### src/rtl/fetch_ifq_pkg.sv
// Shared types for the fetch request queue: slot state encoding and line geometry.
package fetch_pkg;
    typedef enum logic [1:0] {
        FREE   = 2'd0,
        PEND   = 2'd1,
        DONE   = 2'd2,
        KILLED = 2'd3
    } slot_state_e;

    localparam int FETCH_WIDTH_DEF = 128;
    localparam int LINE_BYTES      = FETCH_WIDTH_DEF / 8;
    localparam int OFF_W           = $clog2(LINE_BYTES);
    localparam int ECAUSE_W        = 4;

    typedef logic [ECAUSE_W-1:0] ecause_t;

    function automatic int off_width(input int fetch_width);
        return $clog2(fetch_width / 8);
    endfunction
endpackage

### src/rtl/fetch_ifq_slot.sv
// One outstanding-request slot: lifecycle FSM plus the captured line payload.
module fetch_ifq_slot
    import fetch_pkg::*;
#(
    parameter int PC_WIDTH     = 39,
    parameter int FETCH_WIDTH  = 128,
    parameter int ECAUSE_WIDTH = 4
) (
    input  logic                    clk,
    input  logic                    rst_n,
    input  logic                    alloc,
    input  logic [PC_WIDTH-1:0]     alloc_pc,
    input  logic                    resp,
    input  logic [FETCH_WIDTH-1:0]  resp_data,
    input  logic                    resp_excp_vld,
    input  logic [ECAUSE_WIDTH-1:0] resp_ecause,
    input  logic                    retire,
    input  logic                    redirect,
    output slot_state_e             state,
    output logic [PC_WIDTH-1:0]     pc,
    output logic [FETCH_WIDTH-1:0]  data,
    output logic                    excp_vld,
    output logic [ECAUSE_WIDTH-1:0] ecause
);
    always_ff @(posedge clk or negedge rst_n) begin
        if (!rst_n) begin
            state    <= FREE;
            pc       <= '0;
            data     <= '0;
            excp_vld <= 1'b0;
            ecause   <= '0;
        end else begin
            if (alloc) pc <= alloc_pc;
            if (resp && state == PEND && !redirect) begin
                data     <= resp_data;
                excp_vld <= resp_excp_vld;
                ecause   <= resp_ecause;
            end
            // A response landing with a redirect retires the kill immediately.
            case (state)
                FREE:   if (alloc) state <= PEND;
                PEND:   if (resp) state <= redirect ? FREE : DONE;
                        else if (redirect) state <= KILLED;
                DONE:   if (redirect || retire) state <= FREE;
                KILLED: if (resp) state <= FREE;
                default: state <= FREE;
            endcase
        end
    end
endmodule

### src/rtl/fetch_ifq.sv
// Multi-outstanding I$ fetch queue: tagged issue, out-of-order fill, in-order delivery.
module fetch_ifq
    import fetch_pkg::*;
#(
    parameter int          PC_WIDTH     = 39,
    parameter int          FETCH_WIDTH  = 128,
    parameter int          IFQ_DEPTH    = 4,
    parameter int          ECAUSE_WIDTH = 4,
    parameter logic [63:0] RESET_VECTOR = 64'h8000_0000,
    localparam int         TAG_W        = $clog2(IFQ_DEPTH)
) (
    input  logic                    clk,
    input  logic                    rst_n,
    input  logic                    redirect_vld_i,
    input  logic [PC_WIDTH-1:0]     redirect_pc_i,
    input  logic                    stall_i,
    output logic                    req_vld_o,
    input  logic                    req_rdy_i,
    output logic [TAG_W-1:0]        req_tag_o,
    output logic [PC_WIDTH-1:0]     req_pc_o,
    input  logic                    resp_vld_i,
    input  logic [TAG_W-1:0]        resp_tag_i,
    input  logic [FETCH_WIDTH-1:0]  resp_data_i,
    input  logic                    resp_excp_vld_i,
    input  logic [ECAUSE_WIDTH-1:0] resp_ecause_i,
    output logic                    line_vld_o,
    input  logic                    line_rdy_i,
    output logic [PC_WIDTH-1:0]     line_pc_o,
    output logic [FETCH_WIDTH-1:0]  line_data_o,
    output logic                    line_excp_vld_o,
    output logic [ECAUSE_WIDTH-1:0] line_ecause_o,
    output logic [TAG_W:0]          outstanding_o,
    output logic                    empty_o
);
    localparam int LB = FETCH_WIDTH / 8;
    localparam int OW = off_width(FETCH_WIDTH);

    slot_state_e             st     [IFQ_DEPTH];
    logic [PC_WIDTH-1:0]     s_pc   [IFQ_DEPTH];
    logic [FETCH_WIDTH-1:0]  s_data [IFQ_DEPTH];
    logic                    s_excp [IFQ_DEPTH];
    logic [ECAUSE_WIDTH-1:0] s_ec   [IFQ_DEPTH];

    logic [TAG_W-1:0]    alloc_ptr, ret_ptr;
    logic [PC_WIDTH-1:0] fetch_pc, pc_aligned;
    logic                halted, issue, retire, resp_live, resp_pend;

    assign pc_aligned = {fetch_pc[PC_WIDTH-1:OW], OW'(0)};
    assign req_vld_o  = rst_n && st[alloc_ptr] == FREE && !halted && !stall_i && !redirect_vld_i;
    assign req_tag_o  = alloc_ptr;
    assign req_pc_o   = req_vld_o ? pc_aligned : '0;
    assign issue      = req_vld_o && req_rdy_i;

    assign resp_pend  = resp_vld_i && st[resp_tag_i] == PEND;
    assign resp_live  = resp_vld_i && (st[resp_tag_i] == PEND || st[resp_tag_i] == KILLED);

    assign line_vld_o      = rst_n && st[ret_ptr] == DONE && !redirect_vld_i;
    assign line_pc_o       = s_pc[ret_ptr];
    assign line_data_o     = s_data[ret_ptr];
    assign line_excp_vld_o = s_excp[ret_ptr];
    assign line_ecause_o   = s_ec[ret_ptr];
    assign retire          = line_vld_o && line_rdy_i;

    always_comb begin
        empty_o = 1'b1;
        for (int i = 0; i < IFQ_DEPTH; i++)
            if (st[i] != FREE) empty_o = 1'b0;
    end

    for (genvar g = 0; g < IFQ_DEPTH; g++) begin : g_slot
        fetch_ifq_slot #(
            .PC_WIDTH     (PC_WIDTH),
            .FETCH_WIDTH  (FETCH_WIDTH),
            .ECAUSE_WIDTH (ECAUSE_WIDTH)
        ) u_slot (
            .clk           (clk),
            .rst_n         (rst_n),
            .alloc         (issue && alloc_ptr == TAG_W'(g)),
            .alloc_pc      (fetch_pc),
            .resp          (resp_vld_i && resp_tag_i == TAG_W'(g)),
            .resp_data     (resp_data_i),
            .resp_excp_vld (resp_excp_vld_i),
            .resp_ecause   (resp_ecause_i),
            .retire        (retire && ret_ptr == TAG_W'(g)),
            .redirect      (redirect_vld_i),
            .state         (st[g]),
            .pc            (s_pc[g]),
            .data          (s_data[g]),
            .excp_vld      (s_excp[g]),
            .ecause        (s_ec[g])
        );
    end

    always_ff @(posedge clk or negedge rst_n) begin
        if (!rst_n) begin
            alloc_ptr     <= '0;
            ret_ptr       <= '0;
            fetch_pc      <= RESET_VECTOR[PC_WIDTH-1:0];
            halted        <= 1'b0;
            outstanding_o <= '0;
        end else begin
            // Redirect and issue are exclusive, so the counter sees at most +1/-1.
            if (issue && !resp_live)      outstanding_o <= outstanding_o + 1'b1;
            else if (!issue && resp_live) outstanding_o <= outstanding_o - 1'b1;
            if (issue) alloc_ptr <= alloc_ptr + 1'b1;
            if (redirect_vld_i) begin
                ret_ptr  <= alloc_ptr;
                fetch_pc <= redirect_pc_i;
                halted   <= 1'b0;
            end else begin
                if (issue)  fetch_pc <= pc_aligned + PC_WIDTH'(LB);
                if (retire) ret_ptr <= ret_ptr + 1'b1;
                if (resp_pend && resp_excp_vld_i) halted <= 1'b1;
            end
        end
    end

`ifndef SYNTHESIS
    resp_tag_ok: assert property (@(posedge clk) disable iff (!rst_n)
        resp_vld_i |-> (st[resp_tag_i] == PEND || st[resp_tag_i] == KILLED));
`endif
endmodule

### config.mk
export PLATFORM = sky130hd
export DESIGN_NAME = fetch_ifq
export DESIGN_NICKNAME = d
export VERILOG_FILES = /design/src/rtl/fetch_ifq_pkg.sv /design/src/rtl/fetch_ifq_slot.sv /design/src/rtl/fetch_ifq.sv
export SDC_FILE = /design/constraint.sdc
export NUM_CORES = 1
export LEC_CHECK = 0
export CORE_ASPECT_RATIO = 1.1
export CORE_MARGIN = 4
export CORE_UTILIZATION = 40
export CTS_CLUSTER_SIZE = 16
export DETAILED_ROUTE_END_ITERATION = 10
export SYNTH_ARGS = -nofsm -noshare
export SYNTH_HDL_FRONTEND = slang
export SYNTH_SLANG_ARGS = --single-unit
### constraint.sdc
create_clock -name clk -period 5.8 [get_ports clk]
set_input_delay 1.74 -clock clk [delete_from_list [all_inputs] [get_ports clk]]
set_output_delay 1.74 -clock clk [all_outputs]
set_load 0.1 [all_outputs]
== After elaboration in Yosys (flattened, before gate mapping) ==
Index checks and enable logic that the tools add are counted.

* Register bits after elaboration: 743
* Latch bits: 0
* Memory bits (writable): 0
* Bits in read-only memories: 0
* Input bits: 181
* Output and inout port bits: 219
* Word-level logic and storage cells: 195
* Memories kept: 0

* $add $sub $neg: 5
* $mul: 0
* Div/mod/pow operators: 0
* Magnitude comparators: 3
* Eq/ne operators: 40
* Shift-type cells: 0
* Muxes and demuxes: 56
* Bitwise operators: 3
* Reduce and logical (&&, ||, !) cells: 63

{| class="wikitable"
|+ Operators with widths
! cell !! count
|-
| $bmux W128 S2 || 1
|-
| $mux W128 || 2
|-
| $mux W39 || 5
|-
| $bmux W39 S2 || 1
|-
| $mux W2 || 26
|-
| $add A39 B5 Y39 const B || 1
|-
| $logic_and A1 B1 Y1 || 33
|-
| $eq A2 B2 Y1 const B || 16
|-
| $pmux W2 S4 || 4
|-
| $ne A2 B1 Y1 const B || 12
|-
| $eq A2 B1 Y1 const B || 8
|-
| $logic_not A2 Y1 || 8
|-
| $reduce_and A4 Y1 || 4
|-
| $reduce_bool A2 Y1 || 8
|-
| $bmux W2 S2 || 3
|-
| $ne A3 B2 Y1 const B || 4
|-
| $ge A3 B3 Y1 const B || 3
|-
| $not A2 Y3 || 3
|-
| $bmux W4 S2 || 1
|-
| $mux W1 || 8
|-
| $mux W4 || 2
|-
| $mux W3 || 2
|-
| $logic_not A1 Y1 || 5
|-
| $logic_or A1 B1 Y1 || 5
|-
| 4 further kinds || 5
|}

== Logic depth before layout (Yosys ltp) ==
Gate-level depths: netlist of the first run.

* Depth after elaboration: 14
* Depth in mapped cells: 11

== Cells and area by module ==
A second synthesis of the first run with hierarchy kept.

* Cells, all modules: 2094
* Area, all modules: 33369.5 µm²

{| class="wikitable"
|+ Modules (own cells, without submodules)
! module !! instances !! cells each !! area each (µm²)
|-
| fetch_ifq_slot || 4 || 373 || 6471.2
|-
| fetch_ifq || 1 || 602 || 7484.7
|}

== Least setup slack after synthesis of the first run ==
No wires, ideal clock.

* Path kind: input-to-output
* Start point: in redirect_vld_i
* End point: out line_vld_o
* Arrival: 4.564 ns
* Data required time: 4.060 ns
* Setup slack: -0.504 ns
* Stages: 4
* Path buffers: 3
* Cells stage by stage: clkbuf_1 buf_1 clkbuf_1 nor3b_1

* Cells in the longest elaborated chain, start to end: 2

{| class="wikitable"
|+ Ends and longest elaborated chain
! what !! line !! RTL
|-
| from (decl) || fetch_ifq.sv:14 || <nowiki>input logic redirect_vld_i,</nowiki>
|-
| $logic_not A1 Y1 || fetch_ifq.sv:57 || <nowiki>assign line_vld_o = rst_n && st[ret_ptr] == DONE && !redirect_vld_i;</nowiki>
|-
| $logic_and A1 B1 Y1 || fetch_ifq.sv:57 ||
|-
| to (decl) || fetch_ifq.sv:26 || <nowiki>output logic line_vld_o,</nowiki>
|}

No other way between the ends.

== Final worst setup path of the first run ==
* Start point: in stall_i
* End point: out req_pc_o[14]

* Cells in the longest elaborated chain, start to end: 4

{| class="wikitable"
|+ Ends and longest elaborated chain
! what !! line !! RTL
|-
| from (decl) || fetch_ifq.sv:16 || <nowiki>input logic stall_i,</nowiki>
|-
| $logic_not A1 Y1 || fetch_ifq.sv:49 || <nowiki>assign req_vld_o = rst_n && st[alloc_ptr] == FREE && !halted && !stall_i && !redirect_vld_i;</nowiki>
|-
| $logic_and A1 B1 Y1 (2 in series) || fetch_ifq.sv:49 ||
|-
| $mux W39 || fetch_ifq.sv:51 || <nowiki>assign req_pc_o = req_vld_o ? pc_aligned : '0;</nowiki>
|-
| to (decl) || fetch_ifq.sv:20 || <nowiki>output logic [PC_WIDTH-1:0] req_pc_o,</nowiki>
|}

No other way between the ends.

==> impl_metrics.ini, run 1 <==
[status]
status = finished, final reports clean

[route]
drc = 0
routedWlPerCell_um = 23.6
ant_nets = 0
finalWirelength_um = 84900
vias = 19557
vias_per_cell = 5.44
drt_iter0_drc = 1003
first_pass_iters = 4

[grt]
grt.met2_usage_pct = 33.2
grt_most_used_layer = met2
grt_max_degree = 182
antenna_found_initial = 20
grt_remaining_overflow = 0
grt_pass1_vias = 21861
gr-usage-all-layers_pct = 19.5
met1_usage_pct = 24.7
grt_pass1_wl_um = 132000
grtUsageMet3_pct = 4.70

[timing]
tightest_slew_ns = 1.20
skew_ns = 0.0239
period_share_pct = 96.3
relSlewSlack_pct = 19.6
rsz0062_at_grt = false
min_period_ns = 5.59
slew_viol_final = 0
hold_viol = 0
setup_violations = 0
fmax_mhz = 179
hold_slack_ns = 0.471

[layout]
synthToLayoutAreaGrowth_pct = 24.1
multi_input_area_um2 = 13900
nFillCells = 6890
register_area_um2 = 18600
nets = 2655
drive_above_1_share_pct = 47.0
stdcell_area_um2 = 41100

[setup_path]
crit_chain = clkdlybuf4s50_1 -> nor4b_4 -> o21ai_1 -> nor2_2 -> buf_4 -> and2_1 -> buf_12
cp_num_buf_inv = 3
cpMaxStageDelayCell = clkdlybuf4s50_1
cp_top_family = buffers and inverters
crit_type = in2out
cp.required_ns = 4.06
max_stage_delay_ns = 0.48
startpoint_type = input pin
cp.arrival_ns = 3.85
endpoint_kind = primary output
worst-path-max-fanout = 21

[power]
p_leak_nw = 19.2
ir_drop_mv = 0.323
power.share.switching_pct = 43.1
p_per_area_nw_per_um2 = 578
p_sw_mw = 10.2
power_frac_seq_pct = 33.6
p_comb_share_pct = 45.2
power_frac_clock_pct = 21.2
power.internal_mw = 13.5

[logic_synthesis]
yosysMostFrequentCell = dfrtp_1
synth-simple-area-share_pct = 3.43
synth_cell_types = 57
syn_area_um2 = 33100
synthTopCellsByArea = dfrtp_1, mux2_2, mux4_2
synth_edf_count = 0
synth_top_area_share_pct = 56.1
ys_top_cells_by_count = dfrtp_1, mux2_2, mux4_2
synth_area_leader_cell = dfrtp_1
synthCells = 2097
synth_compound_area_share_pct = 1.48
syn_area_per_cell_um2 = 15.8
synth-seq-area-share_pct = 56.2
async_reset_ff_share_pct = 100
synth_top_family_by_area = multiplexers
synth_xor_area_share_pct = 0.609
synth_seq_cells = 743
synth_flop_cell = dfrtp_1
yosys_warnings = 0
synthMuxAreaShare_pct = 35.7
synthAdderAreaFrac_pct = 0.439

[worst_hold_path]
hold_class = reg2reg

[cts]
cts_tree = built
hold_buffers = 0
post-cts-setup-buffers = 0
cts-buffers-inserted = 82
cts_sinks = 743
clock_latency_ns = 0.62
cts_root_buf = clkbuf_16
h-tree-depth = 3
path_clk_slew_ns = 0.06
cts_resized = 0
cts.path.max_buffers = 3

[floorplan]
num_rows = 110
ioPinCount = 400
die_x_um = 282
start_util_pct = 40.4
dieHeight_um = 310
die-area_um2 = 87400
coreArea_um2 = 81900

[placed_design]
place_congestion = 0.772
post_dp_cell_area_um2 = 38400
dp.final_hpwl_um = 54700
portBuffers = 395

[job]
maxCapViolations = 0
-- layout make-up --
| cell class | count | share of cell area, % |
|---|---|---|
| Inverter | 11 | 0.101 |
| Clock inverter | 29 | 0.634 |
| Multi-Input combinational cell | 1192 | 33.8 |
| Timing Repair Buffer | 433 | 11.2 |
| Sequential cell | 743 | 45.3 |
| Antenna cell | 13 | 0.0792 |
| Tap cell | 1064 | 3.24 |
| Clock buffer | 113 | 5.72 |
-- placed cells by master, fill, tap and decap left out, types with 14 or more instances in the layout --
cell               n
mux2_2           696
nand3_1           14
dfrtp_1          740
nor4_1            16
clkdlybuf4s50_1  267
clkinv_2          16
nor3_1            21
and2_1            34
buf_4            112
o21ai_0           25
nor2_1            14
mux4_2           175
clkbuf_8          16
buf_12            53
nand2_1           49
clkbuf_1          14
clkbuf_16         83
-- worst paths after layout --
kind | startpoint | endpoint | slack [ns] | depth (start not counted)
max | stall_i | req_pc_o[14] | 0.21 | 7
min | outstanding_o[2] | outstanding_o[2] | 0.47 | 1
max reg2reg | ret_ptr[1] | g_slot[0].u_slot.state[1] | 2.69 | 6
min reg2reg | outstanding_o[2] | outstanding_o[2] | 0.47 | 1
max in group asynchronous | rst_n | g_slot[0].u_slot.data[51] | 2.08 | 4
min in group asynchronous | rst_n | g_slot[0].u_slot.data[14] | 1.32 | 2
-- kinds of logic (layout without fill, tap and decap cells) --
family / after synthesis / count (layout)
buffers and inverters: 165 / 586
adder cells (fa/ha/maj): 11 / 11
XOR/XNOR: 23 / 23
other: 1 / 17
AO/OA/AOI/OAI: 71 / 71
AND/OR/NAND/NOR: 207 / 207
flip-flops: 743 / 743
multiplexers: 876 / 876
-- flip-flops by register name (all words and copies together), names as in the netlist --
| name | cells |
|---|---|
| g_slot.u_slot.data | 512 |
| g_slot.u_slot.pc | 156 |
| fetch_pc | 39 |
| g_slot.u_slot.ecause | 16 |
| g_slot.u_slot.state | 8 |
| g_slot.u_slot.excp_vld | 4 |
| outstanding_o | 3 |
| req_tag_o | 2 |
| ret_ptr | 2 |
| halted | 1 |
-- per-stage QoR --
step / power (mW) / util (%) / worst slack [ns] / std cells / setup TNS [ns]
6_report: 23.7 / 50.2 / 0.212 / 3598 / 0
4_1_cts: 24.1 / 50.1 / 0.227 / 3585 / 0
2_1_floorplan: 16.1 / - / -0.239 / 2100 / -1.19
3_5_place_dp: 18.9 / 46.9 / 0.239 / 3443 / 0
3_3_place_gp: 18.6 / 46.9 / 0.251 / 3443 / 0
5_1_grt: 24.8 / 50.1 / 0.0887 / 3594 / 0
-- layer usage --
metal,vias up,part of all wire (%)
met5,-,0.081
met4,12,2.5
met3,123,5.6
met2,420,51
met1,10456,41
li1,8546,-
-- power groups by stage --
stage               Sequential [mW]  Clock, mW  Combinational [mW]
floorplan                      7.68          0                8.42
global placement               7.90          0                10.7
detailed placement             8.08          0                10.9
CTS                            7.98       5.20                10.9
global route                   8.20       5.42                11.2
finish                         7.97       5.03                10.7
Note: power is estimated with default switching activity, not from simulation.
==> run 2: changes to the inputs <==
--- a/config.mk
+++ b/config.mk
@@ -7,7 +7,7 @@
 export LEC_CHECK = 0
 export CORE_ASPECT_RATIO = 1.1
 export CORE_MARGIN = 4
-export CORE_UTILIZATION = 40
+export CORE_UTILIZATION = 35
 export CTS_CLUSTER_SIZE = 16
 export DETAILED_ROUTE_END_ITERATION = 10
 export SYNTH_ARGS = -nofsm -noshare
==> run 2 against run 1 <==
  * Sequential share of layout area down 0.46 points
  * Non-clock buffer count up 3
  * Worst hold slack better by 0.0016 ns
  * Utilization down 6.0 points
  * Clock-buffer cell count unchanged
  * Power up 2.0%
  * Combinational power about the same
  * Fmax up 3.6%
  * Via count up 0.36%
  * Global-route usage down 2.1 points
==> impl_metrics.ini, run 2 (synthesis gave the netlist of run 1 again) <==
[cts]
cts_root_buf = clkbuf_16
clock_latency_ns = 0.63
h-tree-depth = 3
cts_tree = built
path_clk_slew_ns = 0.06
hold_buffers = 0
cts_resized = 0
cts.path.max_buffers = 3
post-cts-setup-buffers = 0
cts-buffers-inserted = 83
cts_sinks = 743

[placed_design]
post_dp_cell_area_um2 = 38600
pre_cts_slack_ns = 0.410
dp.final_hpwl_um = 56500
portBuffers = 395
place_congestion = 0.789

[grt]
grt_pass1_vias = 22253
grt_pass1_wl_um = 135000
gr-usage-all-layers_pct = 17.4
grt_max_degree = 185
grt_remaining_overflow = 0
antenna_found_initial = 12

[setup_path]
startpoint_type = input pin
cp.required_ns = 4.06
worst-path-max-fanout = 11
crit_type = in2out
endpoint_kind = primary output
cp.arrival_ns = 3.65

[floorplan]
num_rows = 118
start_util_pct = 35.2
die_x_um = 301
dieHeight_um = 331
die-area_um2 = 99600
coreArea_um2 = 94000
ioPinCount = 400

[power]
p_comb_share_pct = 44.1
power.internal_mw = 13.8
power.share.switching_pct = 42.9
ir_drop_mv = 0.350
power_frac_seq_pct = 33.1
p_sw_mw = 10.4
power.total_mw = 24.2
p_leak_nw = 19.4
p_per_area_nw_per_um2 = 584
power_frac_clock_pct = 22.8

[route]
routedWlPerCell_um = 22.9
finalWirelength_um = 87200
vias = 19628
ant_nets = 0
first_pass_iters = 5
vias_per_cell = 5.16
drt_iter0_drc = 1009
drc = 0

[timing]
relSlewSlack_pct = 22.2
min_period_ns = 5.39
rsz0062_at_grt = false
fmax_mhz = 185
tns_ns = 0
setup_violations = 0
tightest_slew_ns = 1.16
slew_viol_final = 0
skew_ns = 0.0177
period_share_pct = 93.0
setup_ws_ns = 0.407
hold_slack_ns = 0.473
hold_viol = 0

[layout]
reg_top3 = g_slot.u_slot.data x512, g_slot.u_slot.pc x156, fetch_pc x39
drive_above_1_share_pct = 49.0
stdcell_area_um2 = 41500
nets = 2659
largest_register_ffs = 512
layout_commonest_cell = dfrtp_1
largest_register = g_slot.u_slot.data
synthToLayoutAreaGrowth_pct = 25.4
mostFrequentLayoutCells = dfrtp_1, mux2_2, clkdlybuf4s50_1, mux4_2, buf_4

[worst_hold_path]
hold_class = reg2reg

[status]
status = finished, final reports clean

[job]
maxCapViolations = 0
run 2: metrics by stage:
step / util (%) / instances
after detailed placement: 41.0 / 3642
after global routing: 44.1 / 3802
after global placement: 41.0 / 3642
after floorplan: - / 2100
after CTS: 44.1 / 3797
final: 44.1 / 3807
run 2: power by group through the flow:
stage / Combinational, mW / Sequential [mW] / Clock [mW]
after floorplan: 8.42 / 7.68 / 0
after CTS: 10.8 / 8.03 / 5.70
after global routing: 11.2 / 8.22 / 5.90
final: 10.7 / 8.01 / 5.53
after global placement: 10.7 / 7.90 / 0
after detailed placement: 10.8 / 8.11 / 0
run 2: path summary, 6_finish.rpt:
path / start / to / slack, ns / cells after the start
setup reg to reg: req_tag_o[0] / outstanding_o[2] / 2.73 / 10
max in group asynchronous: rst_n / g_slot[0].u_slot.data[107] / 2.17 / 4
setup / recovery: stall_i / req_pc_o[33] / 0.41 / 7
min in group asynchronous: rst_n / fetch_pc[12] / 1.33 / 2
hold reg to reg: outstanding_o[2] / outstanding_o[2] / 0.47 / 1
hold / removal: outstanding_o[2] / outstanding_o[2] / 0.47 / 1
run 2: metal layers:
metal  track usage [%]  share of wire [%]
met1              21.7                 41
met2              30.2                 51
met3              3.93                5.6
met4              5.58                2.3
met5                 0              0.015
run 2: critical path: stages:
cell	delay [ns]
clkdlybuf4s50_1	0.45
nor4b_4	0.34
o21ai_1	0.30
nor2_2	0.17
buf_4	0.22
and2_1	0.22
buf_12	0.19
run 2: area by class of cell:
type / count / area (um2)
diodes: 10 / 25.0
clock buffers: 113 / 2380
clock inverters: 42 / 526
fillers: 8390 / 52600
inverters: 11 / 41.3
multi-input cells: 1192 / 13900
flip-flops and latches: 743 / 18600
well taps: 1260 / 1580
repair buffers: 436 / 4470
